$ cat config.mk
export PLATFORM = sky130hd
export DESIGN_NAME = lsu_bus
export DESIGN_NICKNAME = d
export VERILOG_FILES = /design/src/rtl/lsu_bus.sv
export SDC_FILE = /design/constraint.sdc
export NUM_CORES = 1
export LEC_CHECK = 0
export ABC_CLOCK_PERIOD_IN_PS = 2100
export CELL_PAD_IN_SITES_DETAIL_PLACEMENT = 1
export CELL_PAD_IN_SITES_GLOBAL_PLACEMENT = 1
export CORE_MARGIN = 5
export CORE_UTILIZATION = 28
export CTS_CLUSTER_SIZE = 12
export DETAILED_ROUTE_END_ITERATION = 6
export GPL_TIMING_DRIVEN = 0
export PLACE_DENSITY_LB_ADDON = 0.1
export SLEW_MARGIN = 20
export SYNTH_ARGS = -nofsm -noshare
export SYNTH_HDL_FRONTEND = slang
export SYNTH_SLANG_ARGS = --single-unit
$ cat constraint.sdc
create_clock -name clk -period 2.1 [get_ports clk]
set_input_delay 0.315 -clock clk [delete_from_list [all_inputs] [get_ports clk]]
set_output_delay 0.315 -clock clk [all_outputs]
set_load 0.01 [all_outputs]
$ cat src/rtl/lsu_bus.sv
// Load/store unit between EXU and WBU: request/response memory port with
// back-pressure, byte-lane steering, misalignment detection and load extension.
module lsu_bus #(
    parameter int unsigned ADDR_W = 32,
    parameter int unsigned DATA_W = 32,
    parameter int unsigned PASS_W = 40
) (
    input  logic              clk,
    input  logic              rst,
    input  logic              in_valid,
    output logic              in_ready,
    input  logic [ADDR_W-1:0] in_addr,
    input  logic              in_ren,
    input  logic              in_wen,
    input  logic [2:0]        in_op,
    input  logic [DATA_W-1:0] in_wdata,
    input  logic [PASS_W-1:0] in_pass,
    output logic              out_valid,
    input  logic              out_ready,
    output logic [ADDR_W-1:0] out_addr,
    output logic [DATA_W-1:0] out_rdata,
    output logic [PASS_W-1:0] out_pass,
    output logic [1:0]        out_fault,
    output logic              mem_req_valid,
    input  logic              mem_req_ready,
    output logic [ADDR_W-1:0] mem_req_addr,
    output logic              mem_req_wen,
    output logic [DATA_W-1:0] mem_req_wdata,
    output logic [3:0]        mem_req_wstrb,
    input  logic              mem_resp_valid,
    input  logic [DATA_W-1:0] mem_resp_rdata,
    input  logic              mem_resp_err
);
    localparam int unsigned BYTE_W = 8;
    localparam int unsigned HALF_W = 16;

    typedef enum logic [1:0] {IDLE = 2'd0, REQ = 2'd1, RESP = 2'd2, DONE = 2'd3} state_t;

    state_t state;
    state_t state_nxt;

    logic              accept;
    logic              capture;
    logic              is_mem;
    logic              sz_byte;
    logic              sz_half;
    logic              misaligned;
    logic [3:0]        lane_strb;
    logic [DATA_W-1:0] lane_data;

    logic              lat_ren;
    logic              lat_byte;
    logic              lat_half;
    logic              lat_sext;
    logic [1:0]        lat_lo;
    logic [DATA_W-1:0] shifted;
    logic [DATA_W-1:0] load_val;

    assign accept  = in_valid && (state == IDLE);
    assign capture = mem_resp_valid &&
                     (((state == REQ) && mem_req_ready) || (state == RESP));

    // Access size, alignment and store lane steering for the incoming instruction.
    always_comb begin
        is_mem     = in_ren | in_wen;
        sz_byte    = (in_op == 3'b000) || (in_ren && (in_op == 3'b100));
        sz_half    = (in_op == 3'b001) || (in_ren && (in_op == 3'b101));
        misaligned = is_mem && ((sz_half && in_addr[0]) ||
                                (!sz_byte && !sz_half && (in_addr[1:0] != 2'b00)));
        lane_strb  = 4'b1111;
        lane_data  = in_wdata;
        if (sz_byte) begin
            lane_strb = 4'b0001 << in_addr[1:0];
            lane_data = {4{in_wdata[BYTE_W-1:0]}};
        end else if (sz_half) begin
            lane_strb = 4'b0011 << in_addr[1:0];
            lane_data = {2{in_wdata[HALF_W-1:0]}};
        end
    end

    // Pick the addressed byte/half out of the response word and extend it.
    always_comb begin
        shifted  = mem_resp_rdata >> {lat_lo, 3'b000};
        load_val = shifted;
        if (lat_byte) begin
            load_val = {{(DATA_W-BYTE_W){lat_sext & shifted[BYTE_W-1]}}, shifted[BYTE_W-1:0]};
        end else if (lat_half) begin
            load_val = {{(DATA_W-HALF_W){lat_sext & shifted[HALF_W-1]}}, shifted[HALF_W-1:0]};
        end
    end

    always_ff @(posedge clk) begin
        if (!rst) begin
            state <= IDLE;
        end else begin
            state <= state_nxt;
        end
    end

    always_comb begin
        state_nxt = state;
        case (state)
            IDLE: begin
                if (accept) begin
                    state_nxt = (!is_mem || misaligned) ? DONE : REQ;
                end
            end
            REQ: begin
                if (mem_req_ready) begin
                    state_nxt = mem_resp_valid ? DONE : RESP;
                end
            end
            RESP: begin
                if (mem_resp_valid) begin
                    state_nxt = DONE;
                end
            end
            DONE: begin
                if (out_ready) begin
                    state_nxt = IDLE;
                end
            end
            default: state_nxt = IDLE;
        endcase
    end

    always_comb begin
        in_ready      = 1'b0;
        mem_req_valid = 1'b0;
        out_valid     = 1'b0;
        case (state)
            IDLE:    in_ready      = 1'b1;
            REQ:     mem_req_valid = 1'b1;
            DONE:    out_valid     = 1'b1;
            default: ;
        endcase
    end

    // Latch the instruction at accept; fold the response in when it arrives.
    always_ff @(posedge clk) begin
        if (!rst) begin
            out_addr      <= '0;
            out_rdata     <= '0;
            out_pass      <= '0;
            out_fault     <= 2'b00;
            mem_req_addr  <= '0;
            mem_req_wen   <= 1'b0;
            mem_req_wdata <= '0;
            mem_req_wstrb <= 4'b0000;
            lat_ren       <= 1'b0;
            lat_byte      <= 1'b0;
            lat_half      <= 1'b0;
            lat_sext      <= 1'b0;
            lat_lo        <= 2'b00;
        end else begin
            if (accept) begin
                out_addr      <= in_addr;
                out_pass      <= in_pass;
                out_rdata     <= '0;
                out_fault     <= misaligned ? 2'b01 : 2'b00;
                mem_req_addr  <= {in_addr[ADDR_W-1:2], 2'b00};
                mem_req_wen   <= in_wen;
                mem_req_wdata <= lane_data;
                mem_req_wstrb <= in_wen ? lane_strb : 4'b0000;
                lat_ren       <= in_ren;
                lat_byte      <= sz_byte;
                lat_half      <= sz_half;
                lat_sext      <= ~in_op[2];
                lat_lo        <= in_addr[1:0];
            end
            if (capture) begin
                if (mem_resp_err) begin
                    out_fault <= 2'b10;
                    out_rdata <= '0;
                end else begin
                    out_rdata <= lat_ren ? load_val : '0;
                end
            end
        end
    end

endmodule

==> metrics.md, run 1 <==
| Metric | Value |
|---|---|
| Setup_tns | 0 ns |
| FF-to-FF Start | state[1] |
| Buffers on Ports | 322 |
| Pre-CTS setup slack | -0.186 ns |
| Die Wd | between 150 and 200 um |
| Synthesized flop and latch total | 149 |
| Share of post-route cells with drive strength above 1 | 9.54% |
| CP startpoint | state[0] |
| GRT Util Overall | 19.4% |
| H-tree depth | 4 |
| Placer Congestion | 0.835 |
| Initial DRC Count | 257 |
| Clock network latency to the later pin of the worst-skew pair | 0.42 ns |
| Worst-path maximum fanout | 8 |
| R2r setup slk | 0.15 ns |
| R2R Path End | out_rdata[19] |
| Worst Setup Start Kind | register |
| Pwr Total | 10.6 mW |
| Initial Utilization | 28.1% |
| CP endpoint kind | output pin |
| Slowest library cell on the worst path | clkdlybuf4s50_1 |
| Worst Setup EP | in_ready |
| Die span in y | ~160 um |
| DR pass1 iterations | 4 |
| Pin count of the biggest net entering global routing | 17 |
| Async set-reset flop share out of synthesis | 0% |
| Tcrit/Tclk final | 96.4% |
| Outcome | finished clean |
| Crit path cell chain | inv_1 > ha_4 > clkdlybuf4s50_1 |
| Final wirelength | 26.4 mm |
| Core Area | 23300 sq um |
| CTS root buffer | clkbuf_16 |
| Worst-Margin Slew | 0.619 ns |
| Leak | between 4 and 5 nW |
| Congestion Overflow GR | 0 |
| Min-Delay Path Class | in2reg |
| Final net count | between 1000 and 1500 |
| CP Data Required Time | between 1.5 and 2 ns |
| Avg Cell Area, Syn | about 8.3 sq um |
| Fin crit period | 2.03 ns |
| Final slew viol count | 0 |
| Post-synthesis cell type count | 44 |
| Wirelength per Cell | between 15 and 20 um |
| Final Setup Violations | 0 |
| CP Class | reg2out |
| Antenna viol nets, final | 0 |
| Total die area | between 20000 and 30000 sq um |
| CP Buf/Inv Count | 2 |
| TritonCTS Buffers | 17 |
| Max-cap violations | 0 |
| Antenna violations before repair | 2 |
| DR vias/cell | 4.64 |
| Synth area leaders | dfxtp_1 (46%), nand2_1 (12%), a21oi_1 (7.7%) |
| Final hold violations | 0 |
| Area leader, netlist | dfxtp_1 |
| Drt drc | 0 |
| CTS tree | done |
| Yosys top cell area share | 45.6% |
| Yosys warns | 0 |
| WP data arrival | 1.71 ns |
| Final hold slack | about 0.44 ns |
| HPWL after DPL | 20.9 mm |
| Cell count along the critical path | 3 |
| Clk slew on worst S/H paths | about 0.070 ns |
| Crit-path max cell delay | 0.56 ns |
| Power per Cell Area | 982 nW/um^2 |
| Filler cells | around 2800 |
| Slew headroom | 58.7% |
| First-pass GRT wire length | just over 40 mm |
| Clk sinks | 149 |
| P&R area growth vs syn | 65.3% |
| Synth Flop Type | dfxtp_1 |
| Hold buffers post-CTS | 0 |
| Clock skew | 0.0107 ns |
| Max rail drop VDD | around 0.00047 V |
| # rows | 56 |
| EDFF count, synth | 0 |
| Worst setup margin | approximately 0.075 ns |
| CTS max path bufs | 2 |
| Vias in the first global route | 7140 |
| Seq/Total Area, Yosys | 45.6% |
| Post-Synthesis Cells | approximately 790 |
| CP top delay family | buffers and inverters |
| Post-Syn Area | 6540 sq um |
| Via count | approximately 6800 |
| Cell count of the worst reg-to-reg path | 8 |
| Number of top-level pins | about 330 |
| Max Fclk | 494 MHz |
[flip-flops by register name, summed over array words and instances, names as in the netlist]
signal / cells
out_fault: 2
mem_req_wstrb: 4
lat_byte: 1
out_rdata: 32
lat_half: 1
mem_req_wdata: 32
lat_ren: 1
state: 2
out_pass: 40
mem_req_wen: 1
lat_sext: 1
out_addr: 32
[where the power goes]
group	switching, mW	total (mW)	internal, mW
Combinational	1.95	3.87	1.92
Sequential	0.280	3.55	3.27
Clock	1.37	3.19	1.82
Total	3.60	10.6	7.01
[what timing repair did]
item,CTS,global route
buffers inserted,1,0
setup endpoints to repair,52,92
resized for setup,4,4
[per-stage QoR]
step | instance area, sq um | instances | utilization, %
3_3_place_gp | 10200 | 1428 | 43.7
5_1_grt | 10800 | 1462 | 46.5
2_1_floorplan | 6540 | 787 | -
3_5_place_dp | 10200 | 1428 | 43.7
4_1_cts | 10800 | 1461 | 46.4
6_report | 10800 | 1462 | 46.5
[synth_stat cells (2+ instances only)]
| master | n |
|---|---|
| buf_1 | 3 |
| nand2b_1 | 4 |
| nand3_1 | 10 |
| ha_1 | 8 |
| clkbuf_1 | 29 |
| a211o_1 | 7 |
| and2_1 | 3 |
| nor2_1 | 46 |
| a211oi_1 | 25 |
| o211ai_1 | 13 |
| dfxtp_1 | 149 |
| nor3_1 | 2 |
| a32oi_1 | 7 |
| nor2b_1 | 9 |
| a21oi_1 | 100 |
| o2bb2ai_1 | 24 |
| buf_6 | 3 |
| nand2_1 | 209 |
| a311oi_1 | 8 |
| mux2i_1 | 32 |
| buf_2 | 28 |
| buf_4 | 34 |
| a221oi_1 | 8 |
| inv_1 | 5 |
[layout by cell type (no fill, tap or decap), types with 2 or more instances in the layout]
master / synthesis / layout
clkdlybuf4s50_1: 0 / 321
nand2_1: 209 / 208
dfxtp_1: 149 / 149
a21oi_1: 100 / 100
nor2_1: 46 / 46
buf_4: 34 / 35
mux2i_1: 32 / 32
clkbuf_1: 29 / 28
buf_2: 28 / 27
a211oi_1: 25 / 25
o2bb2ai_1: 24 / 24
clkbuf_16: 0 / 17
o211ai_1: 13 / 13
nand3_1: 10 / 10
nor2b_1: 9 / 9
a311oi_1: 8 / 8
a221oi_1: 8 / 8
a211o_1: 7 / 7
a32oi_1: 7 / 7
ha_1: 8 / 7
inv_1: 5 / 5
inv_6: 0 / 5
nand2b_1: 4 / 4
and2_1: 3 / 3
buf_6: 3 / 3
clkinvlp_4: 0 / 3
clkbuf_4: 0 / 2
nor3_1: 2 / 2
buf_1: 3 / 2
conb_1: 1 / 2
bufinv_16: 0 / 2
inv_8: 0 / 2
clkinv_4: 0 / 2
[kinds of logic after synthesis]
logic type / count (synthesis) / synth area share [%]
buf+inv: 104 / 8.80
fa+ha+maj: 8 / 1.53
mux: 34 / 5.42
other cells: 1 / 0.0574
flops: 149 / 45.6
compound gates: 203 / 20.8
simple gates: 287 / 17.7
[tightest hold or removal path, delay by kind of cell]
family | cells | cell delay [ns]
simple gates | 1 | 0.05
buf+inv | 1 | 0.40
compound gates | 1 | 0.05
[how the worst min path moves through the flow]
stage / startpoint / endpoint / slack, ns / depth (start not counted)
2_1_floorplan: in_op[2] / lat_sext / 0.41 / 1
3_3_place_gp: out_fault[0] / out_fault[0] / 0.44 / 2
3_5_place_dp: out_fault[0] / out_fault[0] / 0.44 / 2
4_1_cts: in_pass[17] / out_pass[17] / 0.42 / 3
5_1_grt: in_addr[12] / out_addr[12] / 0.43 / 3
6_report: in_addr[11] / out_addr[11] / 0.44 / 3
[final cells by class]
type	count	area (sq um)	area share (%)
multi-input cells	534	3000	27.8
clock buffers	18	439	4.06
clock inverters	14	166	1.54
diodes	1	2.50	0.0232
well taps	319	399	3.69
repair buffers	323	3230	29.9
plain buffers	97	557	5.15
flip-flops and latches	149	2980	27.6
inverters	7	26.3	0.243
[routing by layer]
layer,up-vias,part of all wire [%],GRT usage (%)
met5,-,0.049,0
met4,2,1.8,5.38
met3,31,7.2,6.56
met2,209,47,31.8
met1,3197,44,24.3
li1,3350,-,-
No activity file was read; power rests on OpenSTA's default activity.
==> run 2, diff against run 1 <==
--- a/config.mk
+++ b/config.mk
@@ -9,9 +9,10 @@
 export CELL_PAD_IN_SITES_DETAIL_PLACEMENT = 1
 export CELL_PAD_IN_SITES_GLOBAL_PLACEMENT = 1
 export CORE_MARGIN = 5
-export CORE_UTILIZATION = 28
+export CORE_UTILIZATION = 44
 export CTS_CLUSTER_SIZE = 12
 export DETAILED_ROUTE_END_ITERATION = 6
+export DONT_BUFFER_PORTS = 1
 export GPL_TIMING_DRIVEN = 0
 export PLACE_DENSITY_LB_ADDON = 0.1
 export SLEW_MARGIN = 20
==> run 2 against run 1 <==
Global-route usage grew 6.3 points. Sequential power rose by 9.0%. Wire length is 12% lower. Die area is 34% lower. Worst setup slack improved by 0.051 ns. Largest power group is now sequential cells.
==> metrics.md, run 2 (synthesis gave the netlist of run 1 again) <==
| Metric | Value |
|---|---|
| Power per Cell Area | 1280 nW/um^2 (+30%) |
| Initial Utilization | 45.0% (+17 points) |
| TritonCTS Buffers | 17 (unchanged) |
| Max rail drop VDD | 0.000608 V (+29%) |
| Congestion Overflow GR | 0 (unchanged) |
| Leak | 2.87 nW (-29%) |
| Total die area | 17400 sq um (-34%) |
| Number of top-level pins | 326 (unchanged) |
| Most frequent cells in the layout | nand2_1 (208), dfxtp_1 (149), a21oi_1 (100) |
| Worst Setup Start Kind | register |
| Drt drc | 0 (unchanged) |
| Worst setup margin | 0.126 ns (+0.0509 ns) |
| Final Setup Violations | 0 (unchanged) |
| Die span in y | 132 um (-19%) |
| CP Data Required Time | 2.44 ns (+0.66 ns) |
| Via count | 5766 (-15%) |
| CP endpoint kind | register |
| Outcome | finished clean |
| Ant. Diodes | 0 (-1) |
| GRT Util Overall | 25.7% (+6.3 points) |
| Hold path cells | 2 (-1) |
| Max Fclk | 506 MHz (+2.6%) |
| Min-Delay Path Class | in2reg |
| Reg with most FFs | out_pass |
| Worst-path maximum fanout | 10 (+2) |
| HPWL after DPL | 18.1 mm (-13%) |
| Initial DRC Count | 220 (-14%) |
| DR vias/cell | 5.74 (+24%) |
| Die Wd | 132 um (-19%) |
| CTS max path bufs | 2 (unchanged) |
| P&R area growth vs syn | 14.2% |
| Non-Filler Instances | 1004 (-31%) |
| CP Class | reg2reg |
| Wirelength per Cell | 23.1 um (+28%) |
| Final wirelength | 23.2 mm (-12%) |
| WP data arrival | 2.32 ns (+0.61 ns) |
| Tcrit/Tclk final | 94.0% (-2.4 points) |
| Placed cell count | 971 (-32%) |
| Clk sinks | 149 (unchanged) |
| Worst-Margin Slew | 0.735 ns (+0.116 ns) |
| Max-cap violations | 0 (unchanged) |
| DR pass1 iterations | 5 (+1) |
| Clock network latency to the later pin of the worst-skew pair | 0.42 ns (about the same) |
| Share of post-route cells with drive strength above 1 | 13.2% (+3.6 points) |
| Antenna violations before repair | 1 (-1) |
| Antenna viol nets, final | 0 (unchanged) |
| Slew headroom | 51.0% (-7.7 points) |
| Core Area | 14500 sq um (-38%) |
| CTS tree | done |
| Pin count of the biggest net entering global routing | 17 (unchanged) |
| H-tree depth | 4 (unchanged) |
| Fin crit period | 1.97 ns (-0.0509 ns) |
| Buffers on Ports | 0 (-100%) |
| Hold Crit Start | in_pass[15] |
| FF-to-FF Start | state[0] |
| Vias in the first global route | 6230 (-13%) |
| Placer Congestion | 0.851 (+1.9%) |
| CTS root buffer | clkbuf_16 |
| # rows | 44 (-21%) |
| Commonest non-fill, non-tap cell in the layout | nand2_1 |
| Clk slew on worst S/H paths | 0.06 ns (about the same) |
| R2R Path End | out_addr[5] |
| CP startpoint | state[0] |
| Final slew viol count | 0 (unchanged) |
| R2r setup slk | 0.13 ns (-0.02 ns) |
| First-pass GRT wire length | 35.6 mm (-12%) |
| Clock skew | 0.00765 ns (-0.00303 ns) |
| Final hold violations | 0 (unchanged) |
| Final net count | 964 (-25%) |
| Max FFs per register | 40 (unchanged) |
| Pre-CTS setup slack | -0.183 ns (+0.00238 ns) |
| Hold worst-path end | out_pass[15] |
| RSZ-0062 raised after global routing | yes |
| Cell count of the worst reg-to-reg path | 8 (unchanged) |
[run 2: cell types whose count changed in the layout (fill, tap and decap cells not counted), moves of 2 or more]
cell / before / now
ha_2: 0 / 2
bufinv_16: 2 / 5
inv_6: 5 / 0
clkinvlp_4: 3 / 0
clkdlybuf4s50_1: 321 / 0
clkbuf_8: 1 / 4
inv_8: 2 / 0
clkbuf_2: 1 / 4
buf_2: 27 / 25
[run 2: routing by layer]
metal / track usage [%] / part of all wire (%)
met5: 0 / 0.030
met3: 12.1 / 11
met2: 44.9 / 50
met1: 26.5 / 36
met4: 10.4 / 3.5
[run 2: worst max path at each step]
stage / endpoint / slack (ns)
2_1_floorplan: out_rdata[24] / 0.31
3_3_place_gp: mem_req_wdata[25] / -0.11
3_5_place_dp: out_pass[1] / -0.18
4_1_cts: out_pass[1] / 0.03
5_1_grt: out_addr[1] / -0.009
6_report: out_addr[5] / 0.13
[run 2: timing repair]
action | 4_1_cts | 5_1_grt
hold buffers | 1 | 0
endpoints found under the setup margin | 120 | 57
hold endpoints to repair | 1 | 0
buffers inserted | 1 | 0
resized for setup | 3 | 10
[run 2: power breakdown]
group,internal [mW],switching [mW],leakage (nW)
Sequential,3.28,0.596,1.22
Clock,2.24,1.18,0.321
Combinational,0.835,1.42,1.33
Total,6.35,3.19,2.87
[run 2: per-stage QoR]
| step | hold slack, ns | utilization, % | cell area, sq um | setup TNS, ns | power (mW) |
|---|---|---|---|---|---|
| floorplan | 0.411 | - | 6540 | 0 | 5.46 |
| global placement | 0.415 | 46.6 | 6770 | -1.72 | 6.02 |
| detailed placement | 0.420 | 46.6 | 6770 | -5.75 | 6.14 |
| CTS | 0.0130 | 51.3 | 7460 | 0 | 9.60 |
| global route | 0.0132 | 51.4 | 7470 | -0.0184 | 10.0 |
| finish | 0.0222 | 51.4 | 7470 | 0 | 9.53 |
[run 2: layout make-up]
class | instances | area, sq um
Buffer | 97 | 562
Clock buffer | 24 | 492
Clock inverter | 7 | 168
Fill cell | 1750 | 7060
Inverter | 7 | 26.3
Multi-Input combinational cell | 534 | 2990
Sequential cell | 149 | 2980
Tap cell | 184 | 230
Timing Repair Buffer | 2 | 17.5
[run 2: worst max-delay path: stages, from the launching register on]
cell	delay, ns
dfxtp_1	0.34
inv_1	0.13
ha_2	0.33
and2_1	0.16
buf_2	0.19
buf_4	0.24
buf_2	0.25
nand2_1	0.09
a21oi_1	0.16
==> run 3, diff against run 2 <==
--- a/config.mk
+++ b/config.mk
@@ -10,10 +10,12 @@
 export CELL_PAD_IN_SITES_GLOBAL_PLACEMENT = 1
 export CORE_MARGIN = 5
 export CORE_UTILIZATION = 44
+export CTS_CLUSTER_DIAMETER = 40
 export CTS_CLUSTER_SIZE = 12
 export DETAILED_ROUTE_END_ITERATION = 6
 export DONT_BUFFER_PORTS = 1
 export GPL_TIMING_DRIVEN = 0
+export MAX_ROUTING_LAYER = met4
 export PLACE_DENSITY_LB_ADDON = 0.1
 export SLEW_MARGIN = 20
 export SYNTH_ARGS = -nofsm -noshare
==> run 3 against run 2 <==
Via count rose by 0.16%. Worst setup slack better by 0.0099 ns. Wire length down 0.39%. Sequential power hardly changed. First-iteration DRC count rose by 4.1%. Power decreased by 0.19%. Non-clock buffer count unchanged. Utilization is essentially flat. Critical path depth is the same. Final cell count up 0.20%.
==> metrics.md, run 3 (synthesis gave the netlist of run 1 again) <==
| Metric | Value |
|---|---|
| Outcome | finished clean |
| Final Setup Violations | 0 (unchanged) |
| CTS root buffer | clkbuf_16 |
| Pin count of the biggest net entering global routing | 17 (unchanged) |
| Max Fclk | 509 MHz (+0.50%) |
| Final slew viol count | 0 (unchanged) |
| Number of top-level pins | 326 (unchanged) |
| R2R Path End | out_addr[5] |
| Hold Crit Start | in_pass[15] |
| Final hold violations | 0 (unchanged) |
| Placed cell count | 971 (unchanged) |
| Most frequent CP cell | buf_2 |
| FF-to-FF Start | state[0] |
| Filler cells | 1750 (unchanged) |
| Hold worst-path end | out_pass[15] |
| Placed Area | 6770 sq um (unchanged) |
| CP endpoint kind | register |
| Min-Delay Path Class | in2reg |
| CP Class | reg2reg |
| Max-cap violations | 0 (unchanged) |
| Reg with most FFs | out_pass |
| Buffers on Ports | 0 (unchanged) |
| Initial DRC Count | 229 (+4.1%) |
| Setup_tns | 0 ns (unchanged) |
| Cell count of the worst reg-to-reg path | 8 (unchanged) |
| Net Sw Power | 3.17 mW (-0.59%) |
| First-pass GRT wire length | 35.7 mm (+0.25%) |
| Wirelength per Cell | 23.0 um (-0.59%) |
| Final wirelength | 23.1 mm (-0.39%) |
| GRT Util Overall | 26.5% (+0.82 points) |
| Max rail drop VDD | 0.000599 V (-1.5%) |
| Reg power frac | 40.7% (about the same) |
| DR pass1 iterations | 5 (unchanged) |
| Placer Congestion | 0.865 (+1.6%) |
| WP data arrival | 2.30 ns (-0.02 ns) |
| CP Data Required Time | 2.44 ns (about the same) |
| Vias in the first global route | 6208 (-0.35%) |
| Non-Filler Instances | 1006 (+0.20%) |
| Comb pwr share | 23.6% (about the same) |
| R2r setup slk | 0.14 ns (about the same) |
| RSZ-0062 raised after global routing | yes |
| Die span in y | 132 um (unchanged) |
| Commonest non-fill, non-tap cell in the layout | nand2_1 |
| Clock network latency to the later pin of the worst-skew pair | 0.42 ns (about the same) |
| Worst Setup Start Kind | register |
| P&R area growth vs syn | 14.3% (about the same) |
| CTS tree | done |
| Clk sinks | 149 (unchanged) |
| # rows | 44 (unchanged) |
| TritonCTS Buffers | 17 (unchanged) |
| HPWL after DPL | 18.1 mm (unchanged) |
| Hold path cells | 2 (unchanged) |
| Crit-path max cell delay | 0.34 ns (about the same) |
| Share of post-route cells with drive strength above 1 | 13.2% (unchanged) |
| Drt drc | 0 (unchanged) |
| Crit path cell chain | inv_1 > ha_2 > and2_1 > buf_2 > buf_4 > buf_2 > nand2_1 > a21oi_1 |
| H-tree depth | 4 (unchanged) |
| Fraction of power consumed by the clock network | 35.7% (about the same) |
| Tcrit/Tclk final | 93.5% (-0.47 points) |
| Initial Utilization | 45.0% (unchanged) |
| Clk slew on worst S/H paths | 0.06 ns (about the same) |
| Congestion Overflow GR | 0 (unchanged) |
| Leak | 2.87 nW (about the same) |
| Max FFs per register | 40 (unchanged) |
| Clock skew | 0.00983 ns (+0.00218 ns) |
| DR vias/cell | 5.74 (about the same) |
| Via count | 5775 (+0.16%) |
| Fin crit period | 1.96 ns (-0.00992 ns) |
| Internal | 6.35 mW (about the same) |
| Slew headroom | 54.1% (+3.1 points) |
| Worst-path maximum fanout | 10 (unchanged) |
| Antenna violations before repair | 1 (unchanged) |
| Final Instance Area | 7470 sq um (about the same) |
| Die Wd | 132 um (unchanged) |
| Switch share | 33.3% (-0.13 points) |
| Finished Core Util | 51.4% (about the same) |
| Antenna viol nets, final | 0 (unchanged) |
| Worst-Margin Slew | 0.689 ns (-0.0458 ns) |
| Power per Cell Area | 1270 nW/um^2 (-0.26%) |
| Core Area | 14500 sq um (unchanged) |
| CTS max path bufs | 2 (unchanged) |
| Final net count | 964 (unchanged) |
| Total die area | 17400 sq um (unchanged) |
| Slowest library cell on the worst path | dfxtp_1 |
| Most frequent cells in the layout | nand2_1 (208), dfxtp_1 (149), a21oi_1 (100) |
==> run 3: worst max path at each step <==
stage	start	to	slack, ns
after floorplan	state[0]	out_rdata[24]	0.31
after global placement	state[1]	mem_req_wdata[25]	-0.11
after detailed placement	state[0]	out_pass[1]	-0.18
after CTS	state[0]	out_pass[1]	0.03
after global routing	state[0]	out_addr[1]	-0.01
final	state[0]	out_addr[5]	0.14
==> run 3: worst max-delay path, delay by kind of cell (launching register included) <==
kind	cells	cell delay, ns
and+or+nand+nor	2	0.25
AOI/OAI and AO/OA	1	0.16
buffers and inverters	4	0.81
DFF	1	0.34
adders and majority gates	1	0.33
==> run 3: area by class of cell <==
class	instances	area, sq um	share of cell area (%)
sequential	149	2980	39.9
inverter	7	26.3	0.352
clock buffer	24	492	6.58
tap	184	230	3.08
antenna	2	5.00	0.0670
multi-input combinational	534	2990	40.0
buffer	97	562	7.52
clock inverter	7	168	2.24
timing repair buffer	2	17.5	0.234
==> run 3: timing repair <==
action                                 4_1_cts  5_1_grt
setup buffers                                1        0
endpoints found under the hold margin        1        0
hold buffers                                 1        0
setup endpoints to repair                  120       58
gates resized for setup                      3       10
pin swaps                                    0        0
==> run 3: stage by stage <==
stage                     hold slack [ns]  worst slack (ns)  total power [mW]
after floorplan                     0.411             0.309              5.46
after global placement              0.415            -0.107              6.02
after detailed placement            0.420            -0.183              6.14
after CTS                          0.0130            0.0283              9.60
after global routing               0.0103          -0.00975              10.0
final                              0.0246             0.136              9.52
==> run 3: layer usage <==
layer	routed length, um	GRT usage (%)
met2	11600	44.9
met4	781	10.2
met3	2370	11.6
met5	0	-
met1	8340	27.0
==> run 3: power by group through the flow <==
stage	Sequential, mW	Combinational [mW]	Clock [mW]
3_5_place_dp	3.94	2.20	0
4_1_cts	3.89	2.26	3.46
5_1_grt	3.93	2.51	3.61
3_3_place_gp	3.92	2.10	0
2_1_floorplan	3.76	1.70	0
6_report	3.87	2.24	3.40
